==> src/rtl/uart_rx.sv <==
// Receive half of the UART link: start bit, LSB-first data, optional parity,
// one or two stop bits, sampled once per bit-rate clock after a 2-flop synchroniser.
module uart_rx #(
    parameter int P_SYSTEM_CLK      = 50_000_000,
    parameter int P_UART_BAUND_RATE = 9600,
    parameter int P_UART_DATA_WIDTH = 8,
    parameter int P_UART_STOP_WIDTH = 1,
    parameter int P_UART_CHECK      = 0
) (
    input  logic                         i_clk,
    input  logic                         i_rst,
    input  logic                         i_uart_rx,
    output logic [P_UART_DATA_WIDTH-1:0] o_user_rx_data,
    output logic                         o_user_rx_valid,
    output logic                         o_user_rx_parity_err,
    output logic                         o_user_rx_frame_err
);

    // Clock and baud parameters only travel with the uart_tx parameter set.
    generate
        if (P_UART_DATA_WIDTH < 5 || P_UART_DATA_WIDTH > 9 ||
            P_UART_STOP_WIDTH < 1 || P_UART_STOP_WIDTH > 2 ||
            P_UART_CHECK < 0 || P_UART_CHECK > 2 ||
            P_UART_BAUND_RATE <= 0 || P_SYSTEM_CLK < P_UART_BAUND_RATE) begin : g_param_check
            $error("uart_rx: illegal parameter set");
        end
    endgenerate

    localparam logic [2:0] ST_IDLE      = 3'd0;
    localparam logic [2:0] ST_DATA      = 3'd1;
    localparam logic [2:0] ST_PARITY    = 3'd2;
    localparam logic [2:0] ST_STOP      = 3'd3;
    localparam logic [2:0] ST_WAIT_HIGH = 3'd4;

    localparam logic [3:0] LAST_DATA  = 4'(P_UART_DATA_WIDTH - 1);
    localparam logic [3:0] LAST_STOP  = 4'(P_UART_STOP_WIDTH - 1);
    localparam logic       HAS_PARITY = (P_UART_CHECK != 0);
    localparam logic       ODD_MODE   = (P_UART_CHECK == 1);

    logic                         rx_s1;
    logic                         rx_s2;
    logic [2:0]                   state;
    logic [3:0]                   bit_cnt;
    logic [P_UART_DATA_WIDTH-1:0] shreg;
    logic                         data_xor;
    logic                         parity_err;
    logic                         frame_err;

    always_ff @(posedge i_clk) begin
        if (i_rst) begin
            rx_s1 <= 1'b1;
            rx_s2 <= 1'b1;
        end else begin
            rx_s1 <= i_uart_rx;
            rx_s2 <= rx_s1;
        end
    end

    // One state per line bit; the output registers load on the edge that
    // consumes the last stop bit, so IDLE already watches the following bit.
    always_ff @(posedge i_clk) begin
        if (i_rst) begin
            state                <= ST_IDLE;
            bit_cnt              <= 4'd0;
            shreg                <= '0;
            data_xor             <= 1'b0;
            parity_err           <= 1'b0;
            frame_err            <= 1'b0;
            o_user_rx_data       <= '0;
            o_user_rx_valid      <= 1'b0;
            o_user_rx_parity_err <= 1'b0;
            o_user_rx_frame_err  <= 1'b0;
        end else begin
            o_user_rx_valid <= 1'b0;
            case (state)
                ST_IDLE: begin
                    if (!rx_s2) begin
                        bit_cnt    <= 4'd0;
                        data_xor   <= 1'b0;
                        parity_err <= 1'b0;
                        frame_err  <= 1'b0;
                        state      <= ST_DATA;
                    end
                end
                ST_DATA: begin
                    shreg    <= {rx_s2, shreg[P_UART_DATA_WIDTH-1:1]};
                    data_xor <= data_xor ^ rx_s2;
                    if (bit_cnt == LAST_DATA) begin
                        bit_cnt <= 4'd0;
                        state   <= HAS_PARITY ? ST_PARITY : ST_STOP;
                    end else begin
                        bit_cnt <= bit_cnt + 4'd1;
                    end
                end
                ST_PARITY: begin
                    // Odd mode flags an even ones count, even mode an odd one.
                    parity_err <= data_xor ^ rx_s2 ^ ODD_MODE;
                    state      <= ST_STOP;
                end
                ST_STOP: begin
                    if (bit_cnt == LAST_STOP) begin
                        bit_cnt              <= 4'd0;
                        o_user_rx_data       <= shreg;
                        o_user_rx_valid      <= 1'b1;
                        o_user_rx_parity_err <= parity_err;
                        o_user_rx_frame_err  <= frame_err | ~rx_s2;
                        state                <= (frame_err | ~rx_s2) ? ST_WAIT_HIGH : ST_IDLE;
                    end else begin
                        frame_err <= frame_err | ~rx_s2;
                        bit_cnt   <= bit_cnt + 4'd1;
                    end
                end
                ST_WAIT_HIGH: begin
                    if (rx_s2) begin
                        state <= ST_IDLE;
                    end
                end
                default: state <= ST_IDLE;
            endcase
        end
    end

endmodule

==> config.mk <==
export PLATFORM = sky130hd
export DESIGN_NAME = uart_rx
export DESIGN_NICKNAME = d
export VERILOG_FILES = /design/src/rtl/uart_rx.sv
export SDC_FILE = /design/constraint.sdc
export NUM_CORES = 1
export LEC_CHECK = 0
export CAP_MARGIN = 40
export CORE_AREA = 2 2 101 54
export DETAILED_ROUTE_END_ITERATION = 12
export DIE_AREA = 0 0 103 56
export GPL_ROUTABILITY_DRIVEN = 0
export PLACE_DENSITY = 0.56
export SLEW_MARGIN = 5
export SYNTH_ARGS = -nofsm -noshare
export SYNTH_HDL_FRONTEND = slang
export SYNTH_SLANG_ARGS = --single-unit
==> constraint.sdc <==
create_clock -name i_clk -period 2.82 [get_ports i_clk]
set_input_delay 0.564 -clock i_clk [delete_from_list [all_inputs] [get_ports i_clk]]
set_output_delay 0.564 -clock i_clk [all_outputs]
set_load 0.1 [all_outputs]
==> results of run 1 <==
[area by class of cell]
type | count | area, um^2
Sequential cell | 31 | 621
Clock inverter | 2 | 35.0
Inverter | 4 | 15.0
Tap cell | 70 | 87.6
Timing Repair Buffer | 14 | 110
Fill cell | 535 | 3240
Clock buffer | 6 | 82.6
Multi-Input combinational cell | 95 | 632
[sequential cells by signal, indices dropped and copies added (netlist names), 3 cells and up]
register	flops
bit_cnt	4
state	3
o_user_rx_data	8
shreg	8
[layer usage]
layer  share of wire  wire (um)  vias to the layer above
met5               0          0                        -
met4           0.033         80                        0
met3           0.035         83                        6
li1                -          -                      503
met1            0.48       1150                      478
met2            0.45       1080                       15
[critical path, delay by kind of cell, from the launching register on]
| kind | cells | cell delay [ns] |
|---|---|---|
| fa+ha+maj | 1 | 0.26 |
| buf+inv | 1 | 0.08 |
| flops | 1 | 0.34 |
| simple gates | 4 | 1.15 |
[layout by cell type, fill, tap and decap left out, drive strengths merged]
master         Yosys  layout
nor4               2       2
clkdlybuf4s50      0       2
clkbuf             4       6
a211oi             1       1
bufinv             0       1
o21ai              2       2
nand2              5       5
or2                2       2
nor2              27      27
or3                1       1
o32ai              1       1
xor2               1       1
o311a              1       1
nand3b             4       4
o31ai              1       1
nor2b              5       5
nor3b              1       1
o41ai              1       1
clkinv             0       1
nor3               4       4
a31oi              1       1
o31a               1       1
a21oi              6       6
mux2i             17      17
inv                4       4
a22oi              1       1
nand2b             5       5
dfxtp             31      31
ha                 2       2
a32oi              1       1
nand3              1       1
buf                5      12
or4b               1       1
[cells by family (layout without fill, tap and decap cells)]
| family | Yosys count | in the layout |
|---|---|---|
| flip-flops | 31 | 31 |
| AO/OA/AOI/OAI | 17 | 17 |
| XOR/XNOR | 1 | 1 |
| multiplexers | 17 | 17 |
| buffers and inverters | 13 | 26 |
| adder cells (fa/ha/maj) | 2 | 2 |
| AND/OR/NAND/NOR | 58 | 58 |
[per-stage QoR]
stage	power [W]	instance area, um^2	hold slack (ns)	cells
after floorplan	0.000487	1330	0.389	139
after global placement	0.000496	1470	0.396	214
after detailed placement	0.000497	1470	0.398	214
after CTS	0.000949	1580	0.414	222
after global routing	0.000971	1580	0.420	222
final	0.000936	1580	0.412	222
[power by group through the flow]
stage / logic, W / clock network [W] / registers, W
detailed placement: 0.0000374 / 0 / 0.000459
CTS: 0.0000377 / 0.000462 / 0.000449
finish: 0.0000371 / 0.000449 / 0.000449
global route: 0.0000420 / 0.000480 / 0.000450
floorplan: 0.0000313 / 0 / 0.000455
global placement: 0.0000370 / 0 / 0.000459
[final timing paths]
path	endpoint	cells after the start	start
min	rx_s2$_SDFF_PP1_	1	rx_s1$_SDFF_PP1_
max reg2reg	o_user_rx_frame_err$_SDFFE_PP0P_	6	bit_cnt[0]$_SDFFE_PP0P_
min reg2reg	rx_s2$_SDFF_PP1_	1	rx_s1$_SDFF_PP1_
max	o_user_rx_frame_err$_SDFFE_PP0P_	6	bit_cnt[0]$_SDFFE_PP0P_
==> flow_summary_export.csv, run 1 <==
group,metric,value,unit
run,cap_violations,0,
die,start_util,0.276,
clock_network,cts_resized,0,
drt,drt_wl_total,2400,um
power,p_switching,0.000192,W
global_route,grt_start_max_net_pins,20,
finish,n_antenna_cell,0,
synth,synth_compound_area_frac,0.0913,
timing,setup_violations,0,
clock_network,cts_hold_buf,0,
timing,fin_tns_setup,0,ns
global_route,busiest_layer,"met2",
critical_path,cp-start-kind,"flop",
synth,yosys.cell_count.top_type,"dfxtp_1",
die,dieArea,0.00577,mm^2
finish,drive_gt1_frac,0.164,
clock_network,cts-root-buf,"clkbuf_8",
power,p_clk_frac,0.480,
die,die_w,103,um
global_route,met1_usage,0.112,
die,fp-row-count,18,
global_route,grt_overflow,0,
finish,nNetsFinal,156,
finish,final_util,0.328,
critical_path,max_stage_delay,0.68,ns
synth,synth-seq-cells,31,
synth,yosys_warnings,0,
synth,synth_edf_count,0,
drt,drc_errors,0,
placed_design,placement.io_buffers,13,
placed_design,post-place-ws,0.822,ns
synth,ys_types,34,
clock_network,post_cts_buffers,0,
finish,area_growth,19.1,%
die,core_region_area,0.00482,mm^2
timing,report.final.slew_viol_count,0,
critical_path,path_class,"flop to flop",
placed_design,dp_hpwl,1580,um
timing,finClkSkew,0.00479,ns
global_route,antenna_found_initial,0,
power,swShare,0.205,
clock_network,cts_buffers,5,
timing,max_freq,509,MHz
drt,drtPass1Iterations,4,
drt,wire_per_inst,10.8,um
synth,ys_seq_area_frac,0.467,
timing,rsz0062_at_grt,"false",
timing,worst_pin_slew,0.708,ns
clock_network,clock_path_buffers,2,
power,p_comb_frac,0.040,
timing,period_share,0.697,
critical_path,arrival,2.11,ns
worst_hold_path,hp-class,"flop to flop",
global_route,grt_pass1_vias,883,
critical_path,cp.required,2.96,ns
drt,drt_iter0_markers,72,
clock_network,clk_latency,0.28,ns
global_route,grt_util_met3,0.0264,
drt,detail-route-antenna-nets,0,
timing,max_slew_margin,0.528,
drt,vias_per_cell,4.51,
synth,synth_area,0.00133,mm^2
timing,fin_crit,1.96,ns
power,ir_drop,0.238,mV
synth,synth_top_area_cell,"dfxtp_1",
global_route,grt_use_met2,0.138,
clock_network,cts_tree,"yes",
critical_path,crit_chain,"inv_1 > ha_1 > nand3b_4 > or3_1 > nor3b_1 > nor3_1",
synth,synth_xor_area_frac,0.00659,
outcome,outcome,"finished, final reports clean",
global_route,grtUsageTotal,0.0930,
critical_path,r2r_slack,0.86,ns
timing,hold_viol_final,0,
timing,fin_ws,0.855,ns
synth,synthTopCellsByCount,"dfxtp_1 (31), nor2_1 (26), mux2i_1 (17), a21oi_1 (6)",
synth,ys.flop_type,"dfxtp_1",
synth,syn_inst,139,
clock_network,cts.sinks,31,
critical_path,end_kind,"flop",
power,internal_power,0.000744,W
global_route,grt_pass1_wl,4040,um
die,die_y,56,um
die,io_pins,14,
synth,syn-mean-instance-area,9.56,um^2
critical_path,crit_fanout,13,
power,powerDensity,591,mW/mm^2
power,p_leak,0.651,nW
synth,async_flop_share,0,
synth,synthMuxAreaShare,0.128,
synth,yosys.area_share.simple,0.231,
synth,synth_top_family_by_area,"simple AND/OR/NAND/NOR gates",
clock_network,htree_num_levels,2,
power,seq_power_share,0.480,
synth,syn_nets,144,
clock_network,clkTransAtPathRegs,0.07,ns
synth,yosys-top-cells-area,"dfxtp_1 (47%), mux2i_1 (13%), nor2_1 (7.3%), nand2b_1 (2.4%), nor2b_1 (2.4%)",
critical_path,crit_slowest_cell,"or3_1",
synth,synth_fa_ha_area_frac,0.0188,
synth,synth_top_cell_area_share,0.467,
drt,num_vias,1002,
(Power assumes the default switching activity.)
==> run 2: changes to the inputs <==
==> constraint.sdc (replaced) <==
create_clock -name i_clk -period 1.9 [get_ports i_clk]
set_input_delay 0.38 -clock i_clk [delete_from_list [all_inputs] [get_ports i_clk]]
set_output_delay 0.38 -clock i_clk [all_outputs]
set_load 0.1 [all_outputs]
==> run 2 against run 1 <==
Compared with the run above: fmax increased by 17%; utilization increased by 0.42 points; final cell count increased by 1.8%; setup slack got worse by 0.64 ns; total power increased by 32%; largest power group unchanged; critical path depth increased by 1; register-to-register slack got worse by 0.64 ns.
==> flow_summary_export.csv, run 2 (same netlist as run 1, synthesis figures left out) <==
group,metric,value,unit
outcome,outcome,"finished, final reports clean",
timing,rsz0062_at_grt,"false",
critical_path,crit_slowest_cell,"or3_1",
timing,worst_pin_slew,0.593,ns
global_route,grt_overflow,0,
critical_path,r2r-end,"o_user_rx_data[5]$_SDFFE_PP0P_",
placed_design,dp_hpwl,1750,um
finish,stdcell_area,0.00160,mm^2
finish,fillCellCount,511,
placed_design,placed_area,0.00152,mm^2
die,die_w,103,um
global_route,grtUsageTotal,0.0964,
finish,layout_commonest_cell,"dfxtp_1",
timing,fin_tns_setup,0,ns
timing,setup_violations,0,
clock_network,cts_hold_buf,0,
timing,max_freq,595,MHz
worst_hold_path,hp-class,"flop to flop",
timing,finClkSkew,0.00704,ns
critical_path,end_kind,"flop",
placed_design,post-place-ws,0.223,ns
timing,report.final.slew_viol_count,0,
die,start_util,0.276,
timing,fin_ws,0.219,ns
finish,area_growth,20.6,%
run,cap_violations,0,
critical_path,r2r_slack,0.22,ns
clock_network,cts_tree,"yes",
finish,nNetsFinal,161,
power,p_leak,0.662,nW
global_route,antenna_found_initial,0,
drt,drtPass1Iterations,4,
die,fp-row-count,18,
die,io_pins,14,
worst_hold_path,worst_hold_startpoint,"rx_s1$_SDFF_PP1_",
critical_path,crit_fanout,6,
drt,wire_per_inst,11.1,um
critical_path,path_class,"flop to flop",
die,die_y,56,um
critical_path,cp-start-kind,"flop",
clock_network,cts-root-buf,"clkbuf_8",
critical_path,r2r_start,"bit_cnt[0]$_SDFFE_PP0P_",
timing,max_slew_margin,0.600,
clock_network,htree_num_levels,2,
drt,num_vias,993,
worst_hold_path,hold_depth,1,
placed_design,placement.io_buffers,13,
drt,drc_errors,0,
finish,final_cell_mix,"dfxtp_1 (31), nor2_1 (26), mux2i_1 (17), buf_4 (16)",
drt,vias_per_cell,4.39,
critical_path,r2r_cells,7,
timing,fin_crit,1.68,ns
power,ir_drop,0.310,mV
critical_path,crit_chain,"inv_1 > ha_1 > nand3b_4 > or3_1 > buf_4 > mux2i_1 > nor2_1",
power,fin_total_pwr,0.00124,W
clock_network,cts.sinks,31,
critical_path,cp.required,2.06,ns
clock_network,clock_path_buffers,2,
worst_hold_path,whs_endpoint,"rx_s2$_SDFF_PP1_",
timing,period_share,0.885,
clock_network,cts_resized,0,
finish,drive_gt1_frac,0.186,
finish,n_antenna_cell,0,
timing,hold_viol_final,0,
drt,detail-route-antenna-nets,0,
die,dieArea,0.00577,mm^2
critical_path,arrival,1.84,ns
finish,top_regs,"o_user_rx_data x8, shreg x8, bit_cnt x4",
clock_network,clk_latency,0.28,ns
global_route,grt_start_max_net_pins,24,
clock_network,post_cts_buffers,0,
clock_network,clkTransAtPathRegs,0.07,ns
drt,drt_iter0_markers,47,
drt,drt_wl_total,2520,um
power,powerDensity,772,mW/mm^2
clock_network,cts_buffers,5,
global_route,grt_pass1_vias,914,
die,core_region_area,0.00482,mm^2
critical_path,max_stage_delay,0.41,ns
global_route,grt_pass1_wl,4280,um
run 2: critical path: cells and delay by family, from the launching register on:
family	cells	cell delay (ns)
buffers and inverters	2	0.28
and+or+nand+nor	3	0.56
muxes	1	0.14
adders and majority gates	1	0.24
DFF	1	0.34
run 2: how the worst max path moves through the flow:
stage,startpoint,end,slack [ns],cells after the start
final,bit_cnt[0]$_SDFFE_PP0P_,o_user_rx_data[5]$_SDFFE_PP0P_,0.22,7
after floorplan,bit_cnt[0]$_SDFFE_PP0P_,o_user_rx_data[0]$_SDFFE_PP0P_,0.29,8
after detailed placement,bit_cnt[0]$_SDFFE_PP0P_,o_user_rx_parity_err$_SDFFE_PP0P_,0.22,7
after global routing,bit_cnt[0]$_SDFFE_PP0P_,o_user_rx_data[4]$_SDFFE_PP0P_,0.07,7
after CTS,bit_cnt[0]$_SDFFE_PP0P_,o_user_rx_data[5]$_SDFFE_PP0P_,0.21,7
after global placement,bit_cnt[0]$_SDFFE_PP0P_,o_user_rx_data[4]$_SDFFE_PP0P_,0.27,7
run 2: through the flow:
step | utilization | std cells | hold slack (ns)
after floorplan | - | 139 | 0.389
after global placement | 0.314 | 219 | 0.394
after detailed placement | 0.314 | 219 | 0.394
after CTS | 0.333 | 226 | 0.409
after global routing | 0.333 | 226 | 0.422
final | 0.333 | 226 | 0.407
run 2: final cells by class:
class                      instances  area, um^2  share of cell area
clock buffer                       6        82.6              0.0515
clock inverter                     1        5.00             0.00312
inverter                           4        15.0             0.00937
multi-input combinational         95         632               0.394
sequential                        31         621               0.387
tap                               70        87.6              0.0546
timing repair buffer              19         160              0.0999
run 2: layer usage:
layer,wire length [um],global-route usage,up-vias
li1,-,-,510
met4,57,0.0620,0
met3,83,0.0226,5
met2,1120,0.136,20
met5,0,0,-
met1,1260,0.130,458
run 2: power breakdown:
part | total (W) | internal [W] | leakage (nW) | switching (W)
sequential | 0.000665 | 0.000658 | 0.251 | 0.00000757
clock | 0.000511 | 0.000284 | 0.0470 | 0.000228
combinational | 0.0000610 | 0.0000254 | 0.364 | 0.0000357
==> run 3: changes to the inputs <==
--- a/config.mk
+++ b/config.mk
@@ -10,6 +10,7 @@
 export DETAILED_ROUTE_END_ITERATION = 12
 export DIE_AREA = 0 0 103 56
 export GPL_ROUTABILITY_DRIVEN = 0
+export MAX_ROUTING_LAYER = met4
 export PLACE_DENSITY = 0.56
 export SLEW_MARGIN = 5
 export SYNTH_ARGS = -nofsm -noshare
==> run 3 against run 2 <==
Compared with the run above: sequential power barely moved; largest cell class unchanged; clock power barely moved; first-iteration DRC count rose by 8.5%; hold slack barely moved; sequential share of layout area did not move; combinational power barely moved; fmax barely moved; via count fell by 0.20%; critical path type unchanged.
==> flow_summary_export.csv, run 3 (same netlist as run 1, synthesis figures left out) <==
group,metric,value,unit
outcome,outcome,"finished, final reports clean",
critical_path,arrival,1.84,ns
clock_network,clk_latency,0.28,ns
finish,drive_gt1_frac,0.186,
run,cap_violations,0,
worst_hold_path,worst_hold_startpoint,"rx_s1$_SDFF_PP1_",
die,core_region_area,0.00482,mm^2
die,fp-row-count,18,
power,p_leak,0.662,nW
drt,detail-route-antenna-nets,0,
global_route,grt_overflow,0,
critical_path,crit_fanout,6,
drt,drt_iter0_markers,51,
clock_network,clock_path_buffers,2,
placed_design,placement.io_buffers,13,
timing,worst_pin_slew,0.608,ns
timing,fin_tns_setup,0,ns
timing,setup_violations,0,
finish,n_antenna_cell,0,
worst_hold_path,whs_endpoint,"rx_s2$_SDFF_PP1_",
timing,period_share,0.885,
placed_design,dp_hpwl,1750,um
critical_path,r2r-end,"o_user_rx_data[5]$_SDFFE_PP0P_",
critical_path,r2r_slack,0.22,ns
clock_network,cts_hold_buf,0,
critical_path,path_class,"flop to flop",
timing,hold_viol_final,0,
drt,num_vias,991,
clock_network,cts_tree,"yes",
timing,finClkSkew,0.00717,ns
power,ir_drop,0.310,mV
timing,fin_crit,1.68,ns
drt,drc_errors,0,
worst_hold_path,hold_depth,1,
critical_path,r2r_start,"bit_cnt[0]$_SDFFE_PP0P_",
clock_network,post_cts_buffers,0,
critical_path,startpoint,"bit_cnt[0]$_SDFFE_PP0P_",
drt,wire_per_inst,11.2,um
global_route,grtUsageTotal,0.0994,
timing,max_slew_margin,0.590,
global_route,grt_start_max_net_pins,24,
die,dieArea,0.00577,mm^2
drt,drtPass1Iterations,4,
critical_path,end_kind,"flop",
critical_path,r2r_cells,7,
finish,multiInputGateArea,632,um^2
drt,vias_per_cell,4.38,
die,die_y,56,um
timing,max_freq,595,MHz
finish,nNetsFinal,161,
global_route,grt_pass1_wl,4310,um
drt,drt_wl_total,2530,um
global_route,antenna_found_initial,0,
clock_network,cts_resized,0,
global_route,grt_pass1_vias,909,
clock_network,cts-root-buf,"clkbuf_8",
critical_path,cp.required,2.06,ns
finish,top_regs,"o_user_rx_data x8, shreg x8, bit_cnt x4",
worst_hold_path,hp-class,"flop to flop",
timing,rsz0062_at_grt,"false",
finish,layout_commonest_cell,"dfxtp_1",
die,io_pins,14,
die,die_w,103,um
clock_network,clkTransAtPathRegs,0.07,ns
timing,report.final.slew_viol_count,0,
finish,register_area,621,um^2
finish,fillCellCount,511,
finish,area_growth,20.6,%
finish,final_cell_mix,"dfxtp_1 (31), nor2_1 (26), mux2i_1 (17), buf_4 (16)",
power,powerDensity,772,mW/mm^2
die,start_util,0.276,
clock_network,cts.sinks,31,
critical_path,cp-start-kind,"flop",
finish,final_util,0.333,
clock_network,cts_buffers,5,
clock_network,htree_num_levels,2,
[run 3: area by class of cell]
class                           count  area share
Inverter                            4     0.00937
Sequential cell                    31       0.387
Clock inverter                      1     0.00312
Multi-Input combinational cell     95       0.394
Clock buffer                        6      0.0515
Tap cell                           70      0.0546
Timing Repair Buffer               19      0.0999
[run 3: worst max path at each step]
stage | depth (start not counted) | to | slack [ns]
detailed placement | 7 | o_user_rx_parity_err$_SDFFE_PP0P_ | 0.22
finish | 7 | o_user_rx_data[5]$_SDFFE_PP0P_ | 0.22
global placement | 7 | o_user_rx_data[4]$_SDFFE_PP0P_ | 0.27
CTS | 7 | o_user_rx_data[5]$_SDFFE_PP0P_ | 0.21
floorplan | 8 | o_user_rx_data[0]$_SDFFE_PP0P_ | 0.29
global route | 7 | o_user_rx_data[4]$_SDFFE_PP0P_ | 0.07
[run 3: power breakdown]
group / internal, W / switching (W) / leakage (nW)
Sequential: 0.000658 / 0.00000757 / 0.251
Combinational: 0.0000254 / 0.0000358 / 0.364
Clock: 0.000284 / 0.000227 / 0.0470
[run 3: worst max-delay path, cell delays in order, from the launching register on]
cell      delay (ns)
dfxtp_1         0.34
inv_1           0.08
ha_1            0.24
nand3b_4        0.09
or3_1           0.41
buf_4           0.20
mux2i_1         0.14
nor2_1          0.06
[run 3: layer usage]
layer,up-vias,wire length (um),global-route usage
met2,16,1110,0.136
met1,460,1280,0.131
li1,510,-,-
met4,0,59,0.0620
met3,5,71,0.0226
met5,-,0,-
[run 3: through the flow]
stage | setup WS, ns | power, W | hold WS, ns | cell area [um^2] | instances
after CTS | 0.214 | 0.00126 | 0.409 | 1600 | 226
after detailed placement | 0.223 | 0.000741 | 0.394 | 1520 | 219
after global placement | 0.265 | 0.000740 | 0.394 | 1520 | 219
after floorplan | 0.291 | 0.000722 | 0.389 | 1330 | 139
final | 0.219 | 0.00124 | 0.407 | 1600 | 226
after global routing | 0.0695 | 0.00129 | 0.422 | 1600 | 226
